**config.mk**
```make
export PLATFORM = sky130hd
export DESIGN_NAME = alu_mode_seq
export DESIGN_NICKNAME = d
export VERILOG_FILES = /design/src/rtl/alu_pkg.sv /design/src/rtl/sw_debounce.sv /design/src/rtl/alu_mode_seq.sv
export SDC_FILE = /design/constraint.sdc
export NUM_CORES = 1
export LEC_CHECK = 0
export CORE_ASPECT_RATIO = 1.25
export CORE_MARGIN = 2
export CORE_UTILIZATION = 40
export DETAILED_ROUTE_END_ITERATION = 7
export GPL_ROUTABILITY_DRIVEN = 1
export MAX_ROUTING_LAYER = met4
export PLACE_DENSITY = 0.57
export SLEW_MARGIN = 10
export SYNTH_ARGS = -nofsm -noshare
export SYNTH_HDL_FRONTEND = slang
export SYNTH_SLANG_ARGS = --single-unit
```
**constraint.sdc**
```tcl
create_clock -name clk -period 2.6 [get_ports clk]
set_clock_uncertainty 0.1 [all_clocks]
set_input_delay 0.78 -clock clk [delete_from_list [all_inputs] [get_ports clk]]
set_output_delay 0.78 -clock clk [all_outputs]
set_load 0.03 [all_outputs]
```
**src/rtl/alu_pkg.sv**
```systemverilog
// alu_pkg: op codes, FSM encoding and default debounce length
// shared by alu_mode_seq and sw_debounce.
package alu_pkg;

  localparam logic [2:0] OP_ADD = 3'd0;
  localparam logic [2:0] OP_SUB = 3'd1;
  localparam logic [2:0] OP_AND = 3'd2;
  localparam logic [2:0] OP_OR  = 3'd3;
  localparam logic [2:0] OP_XOR = 3'd4;
  localparam logic [2:0] OP_MUL = 3'd5;
  localparam logic [2:0] OP_DIV = 3'd6;

  localparam int DEBOUNCE_CYCLES = 16;

  typedef enum logic [1:0] {
    IDLE = 2'd0,
    CALC = 2'd1,
    DONE = 2'd2
  } state_t;

  function automatic logic is_iter(input logic [2:0] op);
    return (op == OP_MUL) || (op == OP_DIV);
  endfunction

endpackage

```
**src/rtl/sw_debounce.sv**
```systemverilog
// sw_debounce: 2-flop synchroniser plus stability counter for
// one raw push switch; db follows raw after DEB_CYCLES stable cycles.
module sw_debounce
  import alu_pkg::*;
#(
  parameter int DEB_CYCLES = DEBOUNCE_CYCLES
) (
  input  logic clk,
  input  logic rst,
  input  logic raw,
  output logic db
);

  localparam int CW = $clog2(DEB_CYCLES);

  logic          s1;
  logic          s2;
  logic [CW-1:0] cnt;

  always_ff @(posedge clk) begin
    if (rst) begin
      s1  <= 1'b0;
      s2  <= 1'b0;
      cnt <= '0;
      db  <= 1'b0;
    end else begin
      s1 <= raw;
      s2 <= s1;
      if (s2 == db) begin
        cnt <= '0;
      end else if (cnt == CW'(DEB_CYCLES - 1)) begin
        db  <= s2;
        cnt <= '0;
      end else begin
        cnt <= cnt + 1'b1;
      end
    end
  end

endmodule

```
**src/rtl/alu_mode_seq.sv**
```systemverilog
// alu_mode_seq: clocked DIP/push-switch ALU with iterative mul/div.
// Define ALU_AUTO_REFRESH_EN to re-run the current mode on DIP changes.
module alu_mode_seq
  import alu_pkg::*;
#(
  parameter int OP_W       = 5,
  parameter int NUM_SW     = 6,
  parameter int DEB_CYCLES = DEBOUNCE_CYCLES
) (
  input  logic                clk,
  input  logic                rst,
  input  logic [2*OP_W-1:0]   DIP_input,
  input  logic [NUM_SW-1:0]   PUSHSW_input,
  output logic [2*OP_W-1:0]   result,
  output logic                result_valid,
  output logic                busy,
  output logic [2:0]          mode,
  output logic                flag
);

  localparam int RW = 2 * OP_W;
  localparam int CW = $clog2(OP_W + 1);

  state_t            state;
  state_t            state_nx;
  logic [RW-1:0]     dip_q1;
  logic [RW-1:0]     dip_q2;
  logic [NUM_SW-1:0] db;
  logic [NUM_SW-1:0] db_d;
  logic [NUM_SW-1:0] rise;
  logic [OP_W-1:0]   a_q;
  logic [OP_W-1:0]   b_q;
  logic [OP_W-1:0]   quo;
  logic [OP_W-1:0]   rem;
  logic [RW-1:0]     acc;
  logic [CW-1:0]     it_cnt;
  logic              it_last;
  logic              trig;
  logic [2:0]        trig_op;
  logic [OP_W:0]     sum;
  logic [OP_W:0]     diff;
  logic [OP_W:0]     trial;
  logic [RW-1:0]     res_nx;
  logic              flag_nx;
`ifdef ALU_AUTO_REFRESH_EN
  logic              have_cmd;
`endif

  for (genvar k = 0; k < NUM_SW; k++) begin : g_sw
    sw_debounce #(
      .DEB_CYCLES(DEB_CYCLES)
    ) u_db (
      .clk(clk),
      .rst(rst),
      .raw(PUSHSW_input[k]),
      .db (db[k])
    );
  end

  assign rise  = db & ~db_d;
  assign sum   = {1'b0, a_q} + {1'b0, b_q};
  assign diff  = {1'b0, a_q} - {1'b0, b_q};
  assign trial = {rem, a_q[it_cnt]};

  // descending scan so the lowest raised index wins
  always_comb begin
    trig    = 1'b0;
    trig_op = mode;
    for (int k = NUM_SW - 1; k >= 0; k--) begin
      if (rise[k]) begin
        trig    = 1'b1;
        trig_op = 3'(k);
      end
    end
`ifdef ALU_AUTO_REFRESH_EN
    if (!trig && have_cmd && (dip_q2 != {a_q, b_q}))
      trig = 1'b1;
`endif
  end

  always_comb begin
    state_nx = state;
    unique case (state)
      IDLE: if (trig)
              state_nx = is_iter(trig_op) ? CALC : DONE;
      CALC: if (it_last) state_nx = DONE;
      DONE: state_nx = IDLE;
      default: state_nx = IDLE;
    endcase
  end

  always_comb begin
    res_nx  = '0;
    flag_nx = 1'b0;
    unique case (mode)
      OP_ADD: begin
        res_nx  = RW'(sum);
        flag_nx = sum[OP_W];
      end
      OP_SUB: begin
        res_nx  = {{(OP_W-1){diff[OP_W]}}, diff};
        flag_nx = diff[OP_W];
      end
      OP_AND: res_nx = RW'(a_q & b_q);
      OP_OR:  res_nx = RW'(a_q | b_q);
      OP_XOR: res_nx = RW'(a_q ^ b_q);
      OP_MUL: res_nx = acc;
      OP_DIV: begin
        res_nx  = {quo, rem};
        flag_nx = (b_q == '0);
      end
      default: res_nx = '0;
    endcase
  end

  always_ff @(posedge clk) begin
    if (rst) state <= IDLE;
    else     state <= state_nx;
  end

  always_ff @(posedge clk) begin
    if (rst) begin
      dip_q1       <= '0;
      dip_q2       <= '0;
      db_d         <= '0;
      a_q          <= '0;
      b_q          <= '0;
      quo          <= '0;
      rem          <= '0;
      acc          <= '0;
      it_cnt       <= '0;
      it_last      <= 1'b0;
      result       <= '0;
      result_valid <= 1'b0;
      busy         <= 1'b0;
      mode         <= '0;
      flag         <= 1'b0;
`ifdef ALU_AUTO_REFRESH_EN
      have_cmd     <= 1'b0;
`endif
    end else begin
      dip_q1       <= DIP_input;
      dip_q2       <= dip_q1;
      db_d         <= db;
      result_valid <= 1'b0;
      unique case (state)
        IDLE: if (trig) begin
          a_q     <= dip_q2[RW-1:OP_W];
          b_q     <= dip_q2[OP_W-1:0];
          mode    <= trig_op;
          acc     <= '0;
          rem     <= '0;
          quo     <= '0;
          it_cnt  <= CW'(OP_W - 1);
          it_last <= 1'b0;
          busy    <= is_iter(trig_op);
`ifdef ALU_AUTO_REFRESH_EN
          have_cmd <= 1'b1;
`endif
        end
        CALC: if (it_last) begin
          busy <= 1'b0;
        end else begin
          // both iterate MSB first, bit index = it_cnt
          if (mode == OP_MUL) begin
            acc <= {acc[RW-2:0], 1'b0} +
                   (b_q[it_cnt] ? {{OP_W{1'b0}}, a_q}
                                : {RW{1'b0}});
          end else if (trial >= {1'b0, b_q}) begin
            rem         <= OP_W'(trial - {1'b0, b_q});
            quo[it_cnt] <= 1'b1;
          end else begin
            rem <= trial[OP_W-1:0];
          end
          if (it_cnt == '0) it_last <= 1'b1;
          else              it_cnt  <= it_cnt - 1'b1;
        end
        DONE: begin
          result       <= res_nx;
          flag         <= flag_nx;
          result_valid <= 1'b1;
          busy         <= 1'b0;
        end
        default: ;
      endcase
    end
  end

endmodule

```
==> results.cfg, run 1 <==
[run_status]
run_status = finished with violations
violations = negative setup slack

[cts]
clk_path_buf_depth = 2
cts_root_buffer = sky130_fd_sc_hd__clkbuf_16
tritoncts.num_buffers = 17
worstSkewPairLatency_ps = 420
cts_tree = done
clock-sinks = 120
path_clk_slew_ps = 60
htree_levels = 4

[worst_setup_path]
critical-path-slowest-cell = sky130_fd_sc_hd__dfxtp_4
count_of_buffering_cells_on_the_critical_path_with_inverters_included = 0
setup.worst_path.class = reg -> reg
cp_cell_sequence = mux2i_1 > nor2_1 > a311oi_2 > nor2_1 > ha_2 > fa_2 > a211oi_4 > nor2_1 > xor2_1 > a22oi_1 > nor2_1
cp-start-kind = flop
cp-end-kind = flop
path_delay_family = compound AO/OA/AOI/OAI gates
delay_of_the_slowest_critical_path_stage_ps = 390
worst-endpoint-arrival_ps = 2790
critical_path_required_ps = 2780
cell_with_the_most_instances_on_the_worst_path = sky130_fd_sc_hd__nor2_1
critPathMaxFanout = 6

[routing]
detail_route.vias_per_cell = 5.27
post-route-drc-count = 0
met2WireLength_um = 7050
wl_final_um = 13900
met1Wirelength_um = 5780
detail_route.wl_per_cell_um = 15.4
detail_route.iter0.violations = 220
top_layer = met4
routed-wl-met3_um = 560
detailedRoute.firstPassIterationCount = 6
dr_total_vias = 4744
drtAntennaViolNets = 0

[placed_design]
final_gp_congestion = 0.965
detailedPlacementHpwl_um = 10400
port_buffers = 33
dp_cells = 866
worst_slack_at_placement_ps = -182

[synthesis]
synth_async_sr_flop_share = 0
synth_cell_types = 71
netlist_area_mm2 = 0.00581
synth_edf_count = 0
avgSynthCellArea_um2 = 9.08
synthesis.nets = 697
proportion_of_synthesized_chip_area_in_sequential_cells = 0.413
number_of_storage_elements_in_the_synthesis_netlist = 120
yosysWarningCount = 0
yosys_most_used_dff = sky130_fd_sc_hd__dfxtp_1
yosys-top-cells-area = sky130_fd_sc_hd__dfxtp_1 41%, sky130_fd_sc_hd__ha_1 7.5%, sky130_fd_sc_hd__nor2_1 5.3%
synth_top_area_share = 0.413
postSynthCellCount = 640
synth_largest_area_cell = sky130_fd_sc_hd__dfxtp_1

[grt]
gr-total-overflow = 0
grt_pass1_wl_um = 23100
antenna_found_initial = 0
track_usage = 0.193
grt_start_max_net_pins = 29
first_global_vias = 4773

[pwr]
worst_ir_drop_vdd_uv = 419
p_per_area_mw_per_mm2 = 657
power_leakage_uw = 0.00293

[die]
core_region_area_mm2 = 0.0143
effective_utilization_at_floorplan = 0.407
ioPinCount = 34
die-area_mm2 = 0.0155
rows = 49
die_height_um = 139
die-width_um = 112

[layout]
highest_count_cells_in_the_layout_ignoring_fill_and_taps = 119 x sky130_fd_sc_hd__dfxtp_1, 79 x sky130_fd_sc_hd__nor2_1, 47 x sky130_fd_sc_hd__nor2b_1
layout-area-overhead-vs-synth_pct = 25.9
final_layout_size_suffix_gt1_frac = 0.152
mostFrequentLayoutCell = sky130_fd_sc_hd__dfxtp_1
antenna_cells = 0
final_cell_count_no_fill = 900
nets = 766

[timing]
timing.final.crit_share = 1.01
grt_setup_unrepaired = yes
timing.final.max_slew_violations = 0
final.setup.worst_slack_ps = -13.9
worstMarginPinSlew_ps = 638
slew_headroom = 0.572
finalSetupTns_ps = -23.6
count_of_final_hold_check_violations = 0
finalHoldWorstSlack_ps = 332
layout_min_cycle_time_ps = 2610
achievable-frequency_mhz = 383
timing.final.setup_violations = 3

[run]
drv.max_cap_violation_count = 0

[hold_path]
hold_path_class = reg -> reg
==> path summary, 6_finish.rpt <==
path / slack [ps] / cells after the start / start / to
max: -10 / 11 / it_cnt[1] / acc[5]
min reg2reg: 330 / 1 / dip_q1[7] / dip_q2[7]
max reg2reg: -10 / 11 / it_cnt[1] / acc[5]
min: 330 / 1 / dip_q1[7] / dip_q2[7]
==> power breakdown <==
group | switching, uW | internal, uW | leakage (uW)
combinational | 242 | 167 | 0.00165
clock | 827 | 1650 | 0.000303
sequential | 29.5 | 1890 | 0.000975
==> per-layer routing <==
metal,global-route usage,vias to the layer above
met5,-,-
met4,0.109,0
met2,0.322,124
met1,0.210,2232
li1,-,2360
met3,0.0437,28
==> per-stage QoR <==
stage           util  cell area, um2  power, uW
2_1_floorplan      -            5830       2210
3_3_place_gp   0.458            6550       2360
3_5_place_dp   0.458            6550       2370
4_1_cts        0.508            7250       4860
5_1_grt        0.512            7310       4980
6_report       0.512            7310       4810
==> registers in the layout (all words and copies together), names as in the netlist, 10 cells and up <==
register / cells
dip_q2: 10
dip_q1: 10
result: 10
g_sw.u_db.cnt: 24
acc: 10
==> kinds of logic (layout without fill, tap and decap cells) <==
kind of cell | count (synthesis) | in the layout | synth area share
xor gates and xnor gates | 30 | 30 | 0.0452
AOI/OAI and AO/OA | 127 | 127 | 0.150
buffers and inverters | 60 | 142 | 0.0443
muxes | 28 | 28 | 0.0506
DFF | 120 | 120 | 0.413
and+or+nand+nor | 236 | 236 | 0.208
adders and majority gates | 39 | 39 | 0.0891
==> what timing repair did <==
item / in CTS / in global routing
gates cloned: 0 / 0
buffers inserted: 2 / 1
setup endpoints to repair: 12 / 14
gates resized for setup: 14 / 13
hold buffers: 0 / 0
pin swaps: 14 / 11
==> cell type report <==
cell class | count | area (um2)
Fill cell | 1315 | 6970
Multi-Input combinational cell | 460 | 3270
Sequential cell | 120 | 2410
Timing Repair Buffer | 75 | 648
Clock buffer | 21 | 460
Tap cell | 178 | 223
Clock inverter | 11 | 171
Inverter | 35 | 131
==> synthesized netlist by cell type, drive strengths merged (9+ instances only) <==
cell type  instances
a22oi              9
dfxtp            120
nor2b             47
buf               15
a21oi             22
nand3             17
inv               35
mux2i             26
o21ai             39
nand2             31
ha                35
nor2              82
and3               9
xor2              14
nand2b            12
xnor2             16
nor3              11
clkbuf            10
No activity file was read; power rests on OpenSTA's default activity.
==> inputs of run 2 (changes only) <==
SYNTH_HIERARCHICAL = 1   (was default)
==> results.cfg, run 2 <==
[synthesis]
synth_top_area_share = 0.411
synth.cells.most_frequent = 120 x sky130_fd_sc_hd__dfxtp_1, 73 x sky130_fd_sc_hd__nor2_1, 51 x sky130_fd_sc_hd__nor2b_1
avgSynthCellArea_um2 = 9.37
synth_cell_types = 64
synth_edf_count = 0
synth_largest_area_cell = sky130_fd_sc_hd__dfxtp_1
yosys-top-cells-area = sky130_fd_sc_hd__dfxtp_1 41%, sky130_fd_sc_hd__ha_1 7.5%, sky130_fd_sc_hd__nor2b_1 5.5%
yosysWarningCount = 6
synthesis.nets = 681
netlist_area_mm2 = 0.00585
postSynthCellCount = 624
proportion_of_synthesized_chip_area_in_sequential_cells = 0.411
yosysMostFrequentCell = sky130_fd_sc_hd__dfxtp_1
number_of_storage_elements_in_the_synthesis_netlist = 120
synth_async_sr_flop_share = 0
yosys_most_used_dff = sky130_fd_sc_hd__dfxtp_1

[layout]
layout.cell_area.non_filler_mm2 = 0.00745
largest_register_ff_count = 24
largest_register = g_sw.u_db/cnt
layout-area-overhead-vs-synth_pct = 27.4
final_layout_size_suffix_gt1_frac = 0.187
antenna_cells = 0
mostFrequentLayoutCell = sky130_fd_sc_hd__dfxtp_1
finish.utilization = 0.519
highest_count_cells_in_the_layout_ignoring_fill_and_taps = 114 x sky130_fd_sc_hd__dfxtp_1, 66 x sky130_fd_sc_hd__nor2_1, 50 x sky130_fd_sc_hd__nor2b_1
nets = 757

[timing]
timing.final.max_slew_violations = 0
worstMarginPinSlew_ps = 587
timing.final.setup_violations = 0
achievable-frequency_mhz = 387
grt_setup_unrepaired = yes
timing.final.crit_share = 0.995
slew_headroom = 0.609
count_of_final_hold_check_violations = 0
layout_min_cycle_time_ps = 2590

[cts]
path_clk_slew_ps = 60
clock-sinks = 120
worstSkewPairLatency_ps = 410
cts_hold_repair.buffers = 0
cts_root_buffer = sky130_fd_sc_hd__clkbuf_16
cts_tree = done
clk_path_buf_depth = 2
htree_levels = 4
tritoncts.num_buffers = 17

[placed_design]
port_buffers = 33
detailedPlacementHpwl_um = 9970
final_gp_congestion = 1.00
postPlaceCellArea_mm2 = 0.00663

[pwr]
p_clk_frac = 0.541
power_leakage_uw = 0.00298
total_switching_power_uw = 953
p_per_area_mw_per_mm2 = 608
combinational_power_share = 0.043
swShare = 0.210
power_frac_seq = 0.416
worst_ir_drop_vdd_uv = 448
internal-power_uw = 3580

[worst_setup_path]
critical_path_required_ps = 2800
crit-reg2reg-capture = rem[2]
rrSetupSlack_ps = 10
worst_r2r_src = it_cnt[1]
worst-endpoint-arrival_ps = 2790
crit_path_end = rem[2]
cp-start-kind = flop
worst_setup_path_startpoint = it_cnt[1]
setup.worst_path.class = reg -> reg
worst_r2r_path_depth = 10
critPathMaxFanout = 4
cp-end-kind = flop

[grt]
track_usage = 0.185
antenna_found_initial = 0
gr-total-overflow = 0
grt_pass1_wl_um = 22200
grt_start_max_net_pins = 42
first_global_vias = 4580

[routing]
detail_route.vias_per_cell = 5.27
detailedRoute.firstPassIterationCount = 5
detail_route.iter0.violations = 181
post-route-drc-count = 0
drtAntennaViolNets = 0
detail_route.wl_per_cell_um = 15.4
wl_final_um = 13700
dr_total_vias = 4686

[run_status]
run_status = completed

[die]
die-width_um = 112
rows = 49
die-area_mm2 = 0.0156
core_region_area_mm2 = 0.0143
effective_utilization_at_floorplan = 0.407
ioPinCount = 34
die_height_um = 139

[hold_path]
hold_path_class = reg -> reg

[run]
drv.max_cap_violation_count = 0
-- run 2: cell count changes after synthesis, sizes merged, moves of 5 or more --
cell	previous run	this run
a221oi	6	0
a22o	3	10
buf	15	9
clkbuf	10	16
nand2	31	25
nand3	17	10
nor2	82	73
nor2b	47	52
o21ai	39	19
o31a	0	5
-- run 2: repair_timing --
| action | in CTS | in global routing |
|---|---|---|
| pin swaps | 5 | 22 |
| cloned | 0 | 0 |
| resized for setup | 13 | 31 |
| hold endpoints to repair | 0 | 0 |
| buffers inserted | 2 | 5 |
| endpoints found under the setup margin | 12 | 16 |
-- run 2: power groups by stage --
stage | combinational, uW | sequential [uW] | clock [uW]
final | 194 | 1890 | 2450
after global routing | 216 | 1890 | 2590
after CTS | 196 | 1890 | 2500
after detailed placement | 195 | 1930 | 0
after global placement | 194 | 1930 | 0
after floorplan | 120 | 1920 | 0
-- run 2: per-stage QoR --
stage	setup slack, ps	total power (uW)	instances	hold slack [ps]	setup TNS [ps]
after floorplan	24.3	2040	624	314	0
after detailed placement	-107	2120	853	322	-609
after global routing	-69.0	4690	890	357	-326
final	13.9	4530	890	330	0
after global placement	-44.9	2120	853	318	-130
after CTS	-19.7	4580	886	328	-53.7
-- run 2: cell type report --
class / instances / area, um2
Fill cell: 1334 / 6900
Clock buffer: 19 / 443
Timing Repair Buffer: 82 / 718
Clock inverter: 12 / 174
Multi-Input combinational cell: 443 / 3340
Inverter: 36 / 135
Sequential cell: 120 / 2410
Tap cell: 178 / 223
-- run 2: kinds of logic after synthesis --
logic type / after synthesis / share of synthesized area
buffers and inverters: 61 / 0.0413
AOI/OAI and AO/OA: 128 / 0.161
adders and majority gates: 39 / 0.0886
muxes: 26 / 0.0490
and+or+nand+nor: 222 / 0.207
xor gates and xnor gates: 28 / 0.0420
DFF: 120 / 0.411
-- run 2: how the worst min path moves through the flow --
stage	startpoint	endpoint	slack (ps)	depth (start not counted)
after floorplan	dip_q1[0]	dip_q2[0]	310	1
after global placement	g_sw[4].u_db/s1	g_sw[4].u_db/s2	320	1
after detailed placement	dip_q1[2]	dip_q2[2]	320	1
after CTS	dip_q1[2]	dip_q2[2]	330	1
after global routing	dip_q1[3]	dip_q2[3]	360	1
final	dip_q1[2]	dip_q2[2]	330	1
-- run 2: critical path, cell delays in order (launching register included) --
cell and delay, ps:
sky130_fd_sc_hd__dfxtp_4 360, sky130_fd_sc_hd__mux2_4 300, sky130_fd_sc_hd__a22oi_2 120, sky130_fd_sc_hd__o22a_1 210, sky130_fd_sc_hd__ha_4 220, sky130_fd_sc_hd__and3_4 140, sky130_fd_sc_hd__a311o_1 330, sky130_fd_sc_hd__buf_4 150
sky130_fd_sc_hd__or2_4 270, sky130_fd_sc_hd__mux2i_1 180, sky130_fd_sc_hd__o2bb2ai_1 80
-- run 2: routing by layer --
| layer | vias up | share of wire | track usage |
|---|---|---|---|
| li1 | 2340 | - | - |
| met1 | 2161 | 0.43 | 0.214 |
| met2 | 136 | 0.49 | 0.290 |
| met3 | 49 | 0.043 | 0.0441 |
| met4 | 0 | 0.040 | 0.108 |
| met5 | - | 0 | - |
